==> src/rtl/red_pkg.sv <==
// Shared constants and helpers for the Barrett modular-reduction blocks
// (Kyber and Dilithium parameter sets).
package red_pkg;

    localparam longint unsigned KYBER_Q = 64'd3329;
    localparam int unsigned     KYBER_W = 32'd12;
    localparam int unsigned     KYBER_K = 32'd24;

    localparam longint unsigned DIL_Q = 64'd8380417;
    localparam int unsigned     DIL_W = 32'd23;
    localparam int unsigned     DIL_K = 32'd46;

    // Barrett constant floor(2^k / q); k must stay below 64.
    function automatic longint unsigned barrett_m(input longint unsigned q, input int unsigned k);
        return (64'd1 << k) / q;
    endfunction

endpackage

==> src/rtl/barrett_mul_pipe_chk.sv <==
// Simulation-only property checks for barrett_mul_pipe: legal operand range
// on accepted inputs and fully reduced results on the output.
module barrett_mul_pipe_chk #(
    parameter longint unsigned Q     = 64'd3329,
    parameter int unsigned     W     = 32'd12,
    parameter int unsigned     TAG_W = 32'd4
) (
    input logic             clk_i,
    input logic             rst_i,
    input logic             in_valid_i,
    input logic             mode_i,
    input logic [W-1:0]     a_i,
    input logic [W-1:0]     b_i,
    input logic             out_valid_i,
    input logic [W-1:0]     result_i,
    input logic [TAG_W-1:0] tag_i
);

    // Multiply mode needs both operands reduced; reduce-only needs {a,b} < Q^2.
    property p_operands_in_range;
        @(posedge clk_i) disable iff (rst_i)
        in_valid_i |-> (mode_i ? (64'({a_i, b_i}) < (Q * Q))
                               : ((64'(a_i) < Q) && (64'(b_i) < Q)));
    endproperty
    a_operands_in_range: assert property (p_operands_in_range);

    property p_result_reduced;
        @(posedge clk_i) disable iff (rst_i)
        out_valid_i |-> ((64'(result_i) < Q) && (^tag_i !== 1'bx));
    endproperty
    a_result_reduced: assert property (p_result_reduced);

endmodule

==> src/rtl/subtractor_n.sv <==
// Generic N-bit subtractor returning difference and borrow-out.
module subtractor_n #(
    parameter int unsigned nb_bit = 32'd8
) (
    input  logic [nb_bit-1:0] a_i,
    input  logic [nb_bit-1:0] b_i,
    output logic [nb_bit-1:0] diff_o,
    output logic              borrow_o
);

    assign {borrow_o, diff_o} = {1'b0, a_i} - {1'b0, b_i};

endmodule

==> src/rtl/barrett_mul_pipe.sv <==
// Three-stage pipelined (a*b) mod Q using Barrett reduction, with valid/ready
// flow control on both sides and a reduce-only mode.
module barrett_mul_pipe
    import red_pkg::*;
#(
    parameter longint unsigned Q     = KYBER_Q,
    parameter int unsigned     W     = KYBER_W,
    parameter int unsigned     K     = KYBER_K,
    parameter int unsigned     TAG_W = 32'd4
) (
    input  logic             clk_i,
    input  logic             rst_i,
    input  logic             in_valid_i,
    output logic             in_ready_o,
    input  logic [W-1:0]     a_i,
    input  logic [W-1:0]     b_i,
    input  logic             mode_i,
    input  logic [TAG_W-1:0] tag_i,
    output logic             out_valid_o,
    input  logic             out_ready_i,
    output logic [W-1:0]     result_o,
    output logic [TAG_W-1:0] tag_o
);

    localparam longint unsigned M   = barrett_m(Q, K);
    localparam int unsigned     P_W = 2 * W;
    localparam int unsigned     R_W = W + 1;
    localparam int unsigned     X_W = P_W + K + 1;
    localparam logic [K:0]      M_V = M[K:0];
    localparam logic [W:0]      Q_V = Q[W:0];

    typedef struct packed {
        logic             valid;
        logic [P_W-1:0]   p;
        logic [TAG_W-1:0] tag;
    } s1_t;

    typedef struct packed {
        logic             valid;
        logic [P_W-1:0]   p;
        logic [R_W-1:0]   qhat;
        logic [TAG_W-1:0] tag;
    } s2_t;

    s1_t              s1_q, s1_d;
    s2_t              s2_q, s2_d;
    logic             out_valid_q, out_valid_d;
    logic [W-1:0]     result_q, result_d;
    logic [TAG_W-1:0] tag_q, tag_d;

    logic             en1_s, en2_s, en3_s;
    logic [P_W-1:0]   p_in_s;
    logic [R_W-1:0]   qhat_s, r_s, rq_s;
    logic             borrow_s;
    logic [W-1:0]     result_s;

    // A stage loads when it is empty or its current content moves on this edge.
    assign en3_s      = ~out_valid_q | out_ready_i;
    assign en2_s      = ~s2_q.valid | en3_s;
    assign en1_s      = ~s1_q.valid | en2_s;
    assign in_ready_o = en1_s;

    // S1 operand: full product, or the concatenated operands in reduce-only mode.
    always_comb begin
        case (mode_i)
            1'b0:    p_in_s = P_W'(a_i) * P_W'(b_i);
            1'b1:    p_in_s = {a_i, b_i};
            default: p_in_s = '0;
        endcase
    end

    // r only needs W+1 bits: the true remainder is below 2Q < 2^(W+1).
    assign qhat_s = R_W'((X_W'(s1_q.p) * X_W'(M_V)) >> K);
    assign r_s    = R_W'(s2_q.p - P_W'(s2_q.qhat) * P_W'(Q_V));

    subtractor_n #(
        .nb_bit (R_W)
    ) u_sub (
        .a_i      (r_s),
        .b_i      (Q_V),
        .diff_o   (rq_s),
        .borrow_o (borrow_s)
    );

    assign result_s = W'(borrow_s ? r_s : rq_s);

    // Next-state for all pipeline stages.
    always_comb begin
        s1_d        = s1_q;
        s2_d        = s2_q;
        out_valid_d = out_valid_q;
        result_d    = result_q;
        tag_d       = tag_q;
        if (en1_s) begin
            s1_d.valid = in_valid_i;
            if (in_valid_i) begin
                s1_d.p   = p_in_s;
                s1_d.tag = tag_i;
            end else begin
                s1_d.p   = s1_q.p;
                s1_d.tag = s1_q.tag;
            end
        end else begin
            s1_d = s1_q;
        end
        if (en2_s) begin
            s2_d.valid = s1_q.valid;
            if (s1_q.valid) begin
                s2_d.p    = s1_q.p;
                s2_d.qhat = qhat_s;
                s2_d.tag  = s1_q.tag;
            end else begin
                s2_d.p    = s2_q.p;
                s2_d.qhat = s2_q.qhat;
                s2_d.tag  = s2_q.tag;
            end
        end else begin
            s2_d = s2_q;
        end
        if (en3_s) begin
            out_valid_d = s2_q.valid;
            if (s2_q.valid) begin
                result_d = result_s;
                tag_d    = s2_q.tag;
            end else begin
                result_d = result_q;
                tag_d    = tag_q;
            end
        end else begin
            out_valid_d = out_valid_q;
        end
    end

    // Pipeline registers; reset drops every in-flight operation.
    always_ff @(posedge clk_i) begin
        if (rst_i) begin
            s1_q        <= '0;
            s2_q        <= '0;
            out_valid_q <= 1'b0;
            result_q    <= '0;
            tag_q       <= '0;
        end else begin
            s1_q        <= s1_d;
            s2_q        <= s2_d;
            out_valid_q <= out_valid_d;
            result_q    <= result_d;
            tag_q       <= tag_d;
        end
    end

    assign out_valid_o = out_valid_q;
    assign result_o    = result_q;
    assign tag_o       = tag_q;

    barrett_mul_pipe_chk #(
        .Q     (Q),
        .W     (W),
        .TAG_W (TAG_W)
    ) u_chk (
        .clk_i       (clk_i),
        .rst_i       (rst_i),
        .in_valid_i  (in_valid_i),
        .mode_i      (mode_i),
        .a_i         (a_i),
        .b_i         (b_i),
        .out_valid_i (out_valid_q),
        .result_i    (result_q),
        .tag_i       (tag_q)
    );

endmodule

==> config.mk <==
export PLATFORM = sky130hd
export DESIGN_NAME = barrett_mul_pipe
export DESIGN_NICKNAME = d
export VERILOG_FILES = /design/src/rtl/red_pkg.sv /design/src/rtl/barrett_mul_pipe_chk.sv /design/src/rtl/subtractor_n.sv /design/src/rtl/barrett_mul_pipe.sv
export SDC_FILE = /design/constraint.sdc
export NUM_CORES = 1
export LEC_CHECK = 0
export ABC_CLOCK_PERIOD_IN_PS = 9000
export CAP_MARGIN = 10
export CELL_PAD_IN_SITES_DETAIL_PLACEMENT = 0
export CELL_PAD_IN_SITES_GLOBAL_PLACEMENT = 2
export CORE_ASPECT_RATIO = 1.25
export CORE_MARGIN = 8
export CORE_UTILIZATION = 41
export CTS_CLUSTER_SIZE = 28
export DETAILED_ROUTE_END_ITERATION = 10
export GPL_TIMING_DRIVEN = 0
export PLACE_DENSITY_LB_ADDON = 0.2
export SLEW_MARGIN = 20
export SYNTH_ARGS = -nofsm -noshare
export SYNTH_HDL_FRONTEND = slang
export SYNTH_SLANG_ARGS = --single-unit
==> constraint.sdc <==
create_clock -name clk_i -period 9 [get_ports clk_i]
set_input_delay 1.8 -clock clk_i [delete_from_list [all_inputs] [get_ports clk_i]]
set_output_delay 1.8 -clock clk_i [all_outputs]
set_load 0.005 [all_outputs]
==> flow_summary.ini <==
[cells_and_area]
layoutNonFillerInstCount = 2114
area_growth_pct = 9.66
fillers = 3500
nets = 2126
layout-drive-gt1-share_pct = 2.00
n_antenna_cell = 0
register_area_sq_um = 1540
multi_input_comb_area_sq_um = 11400

[synth]
seq_area_frac_synth_pct = 10.8
synthXorXnorAreaFrac_pct = 2.57
synth_ff_type = dfxtp_1
ys.warnings.count = 0
synth_compound_area_share_pct = 10.9
netlist_top_cells_area = fa_1 33%, ha_1 19%, dfxtp_1 11%
synth-simple-area-share_pct = 13.9
async_reset_ff_share_pct = 0
syn_area_per_cell_sq_um = 9.05
synth_common_cells = 296 x inv_1, 233 x fa_1, 219 x ha_1, 190 x nand2_1
synth_top_area_share_pct = 32.6
synth_nets = 2067
synthMuxAreaShare_pct = 0.786
synth-seq-cells = 77
postSynthCellCount = 1582
ys_types = 73
syn_area_sq_um = 14300
synth_top_area_cell = fa_1
yosysMostFrequentCell = inv_1
synth-edff-count = 0
synth_top_family_by_area = adder cells
synth_fa_ha_area_share_pct = 51.7

[routing]
drt-pass1-iter-count = 5
vias = 10600
postRouteAntennaNets = 0
drc = 0
routedWlPerCell_um = 17.7
wl_um = 37400
avgViaCountPerCell = 5.01
drtIter0Drc = 340

[worst_setup_path]
cp_cell_sequence = clkdlybuf4s50_1 -> clkbuf_1 -> nand2_1 -> fa_1 -> inv_1 -> fa_1 -> fa_1 -> fa_1 -> inv_1 -> fa_1 -> inv_1 -> ha_1 -> a21o_1 -> a21oi_1 -> nor2b_1 -> o41a_1 -> a2111oi_0 -> nor3b_1 -> nor3b_1 -> o221a_2
crit_end = s1_q[24]$_SDFFE_PP0P_
arrival_ps = 8280
crit_family = adder cells
crit_required_ps = 9310
slowest_stage = clkdlybuf4s50_1
critPathMaxStageDelay_ps = 640
setup.worst_path.start_class = input port
worstRegToRegCells = 13
rrSetupSlack_ps = 3080
crit_cells = 20
cp-end-kind = flop
worst-path-max-fanout = 10
r2r_end = s2_q[12]$_SDFFE_PP0P_
critPathBufInv = 5
cp_common_cell = fa_1
r2r-start = s1_q[13]$_SDFFE_PP0P_
crit_start = b_i[5]
critPathKind = input port to flop

[cts]
cts_setup_buffers = 0
cts-hold-fix-buffers = 0
cts_resized = 0
clock_latency_ps = 370
cts.sinks = 77
cts_root_buffer = clkbuf_16
clk_pin_slew_ps = 70
numCtsBuffers = 9
clk_path_buf_depth = 2
cts_tree = built
htreeDepth = 3

[global_route]
grt_pass1_vias = 11600
grt_first_pass_wirelength_um = 61400
overflow = 0
antenna_found_initial = 0
grt_max_degree = 17
gr-usage-all-layers_pct = 19.1

[timing]
rsz0062_at_grt = no
slew_headroom_pct = 42.7
post-route-period-util_pct = 88.5
fin_tns_setup_ps = 0
drv_slew = 0
max_freq_ghz = 0.126
setup_viol = 0
min_period_ps = 7970
tightestPinTransition_ps = 860
fin_skew_ps = 14.2
finalHoldViolCount = 0

[place]
gp_congestion = 0.841
dp_cells = 2098
dp_hpwl_um = 32800
port_buffers = 48

[floorplanning]
core_area_sq_um = 34400
fp.dieH_um = 225
die_area_sq_um = 41200
initial_utilization_pct = 41.6
io_pins = 51
fp.dieW_um = 183
rows = 76

[hold_path]
hp-class = flop to flop

[run_status]
run_status = completed

[run]
maxCapViolations = 0
area by class of cell:
type / count / share of cell area (%)
Buffer: 58 / 1.46
Multi-Input combinational cell: 1151 / 72.8
Sequential cell: 77 / 9.82
Inverter: 296 / 7.07
Clock inverter: 7 / 0.590
Timing Repair Buffer: 48 / 3.06
Tap cell: 468 / 3.73
Clock buffer: 9 / 1.43
cells by family after synthesis:
logic type	Yosys count
AO/OA/AOI/OAI	236
multiplexers	11
buffers and inverters	354
AND/OR/NAND/NOR	410
XOR/XNOR	42
adder cells (fa/ha/maj)	452
flip-flops	77
worst min-delay path by stage:
stage                             start                       end  slack (ps)  cells past startpoint
5_1_grt            s1_q[2]$_SDFFE_PP0P_      s1_q[2]$_SDFFE_PP0P_         470                      2
6_report           s2_q[1]$_SDFFE_PP0P_     tag_o[1]$_SDFFE_PP0P_         450                      2
4_1_cts            s2_q[2]$_SDFFE_PP0P_      s2_q[2]$_SDFFE_PP0P_         460                      2
3_3_place_gp   result_o[1]$_SDFFE_PP0P_  result_o[1]$_SDFFE_PP0P_         440                      2
2_1_floorplan     s2_q[11]$_SDFFE_PP0P_     s2_q[11]$_SDFFE_PP0P_         430                      2
3_5_place_dp       s1_q[2]$_SDFFE_PP0P_      s1_q[2]$_SDFFE_PP0P_         450                      2
registers in the layout, summed over array words and instances (netlist names):
signal,cells
s2_q,31
s1_q,29
result_o,12
tag_o,4
out_valid_o,1
tightest hold or removal path, stage by stage, from the launching register on:
cell	delay (ps)
dfxtp_1	310
nand2_1	50
a21oi_1	50
cells in the final DEF, fill, tap and decap left out, types with 6 or more instances in the layout:
cell type          n
a211o_1            6
a211oi_1          18
a21o_1            13
a21oi_1           77
a311oi_1           6
a31oi_1           13
and2_1            62
and3_1            10
clkbuf_1          49
clkbuf_16          9
clkdlybuf4s50_1   48
dfxtp_1           77
fa_1             233
ha_1             219
inv_1            296
mux2i_1            9
nand2_1          190
nand2b_1          11
nand3_1           11
nor2_1            49
nor2b_1            9
nor3_1            19
nor4b_1            6
o211ai_1           9
o21ai_0           44
o21bai_1           6
or3_1              8
xnor2_1           33
xor2_1             9
layer usage:
metal	global-route usage (%)	share of wire [%]	wire length [um]
met3	1.56	1.5	544
met2	39.4	57	21400
met5	0	0	0
met4	5.62	2.3	854
met1	19.9	39	14600
through the flow:
step | instance area [sq um] | hold WS [ps] | setup WS, ps | util [%]
2_1_floorplan | 14300 | 432 | 2050 | -
3_3_place_gp | 15400 | 442 | 664 | 44.7
3_5_place_dp | 15400 | 447 | 613 | 44.7
4_1_cts | 15700 | 457 | 958 | 45.6
5_1_grt | 15700 | 473 | 705 | 45.6
6_report | 15700 | 453 | 1030 | 45.6
Power is left out: the tool's default activity adds up to more than one toggle a clock period on the data nets, which glitch-free logic cannot reach.
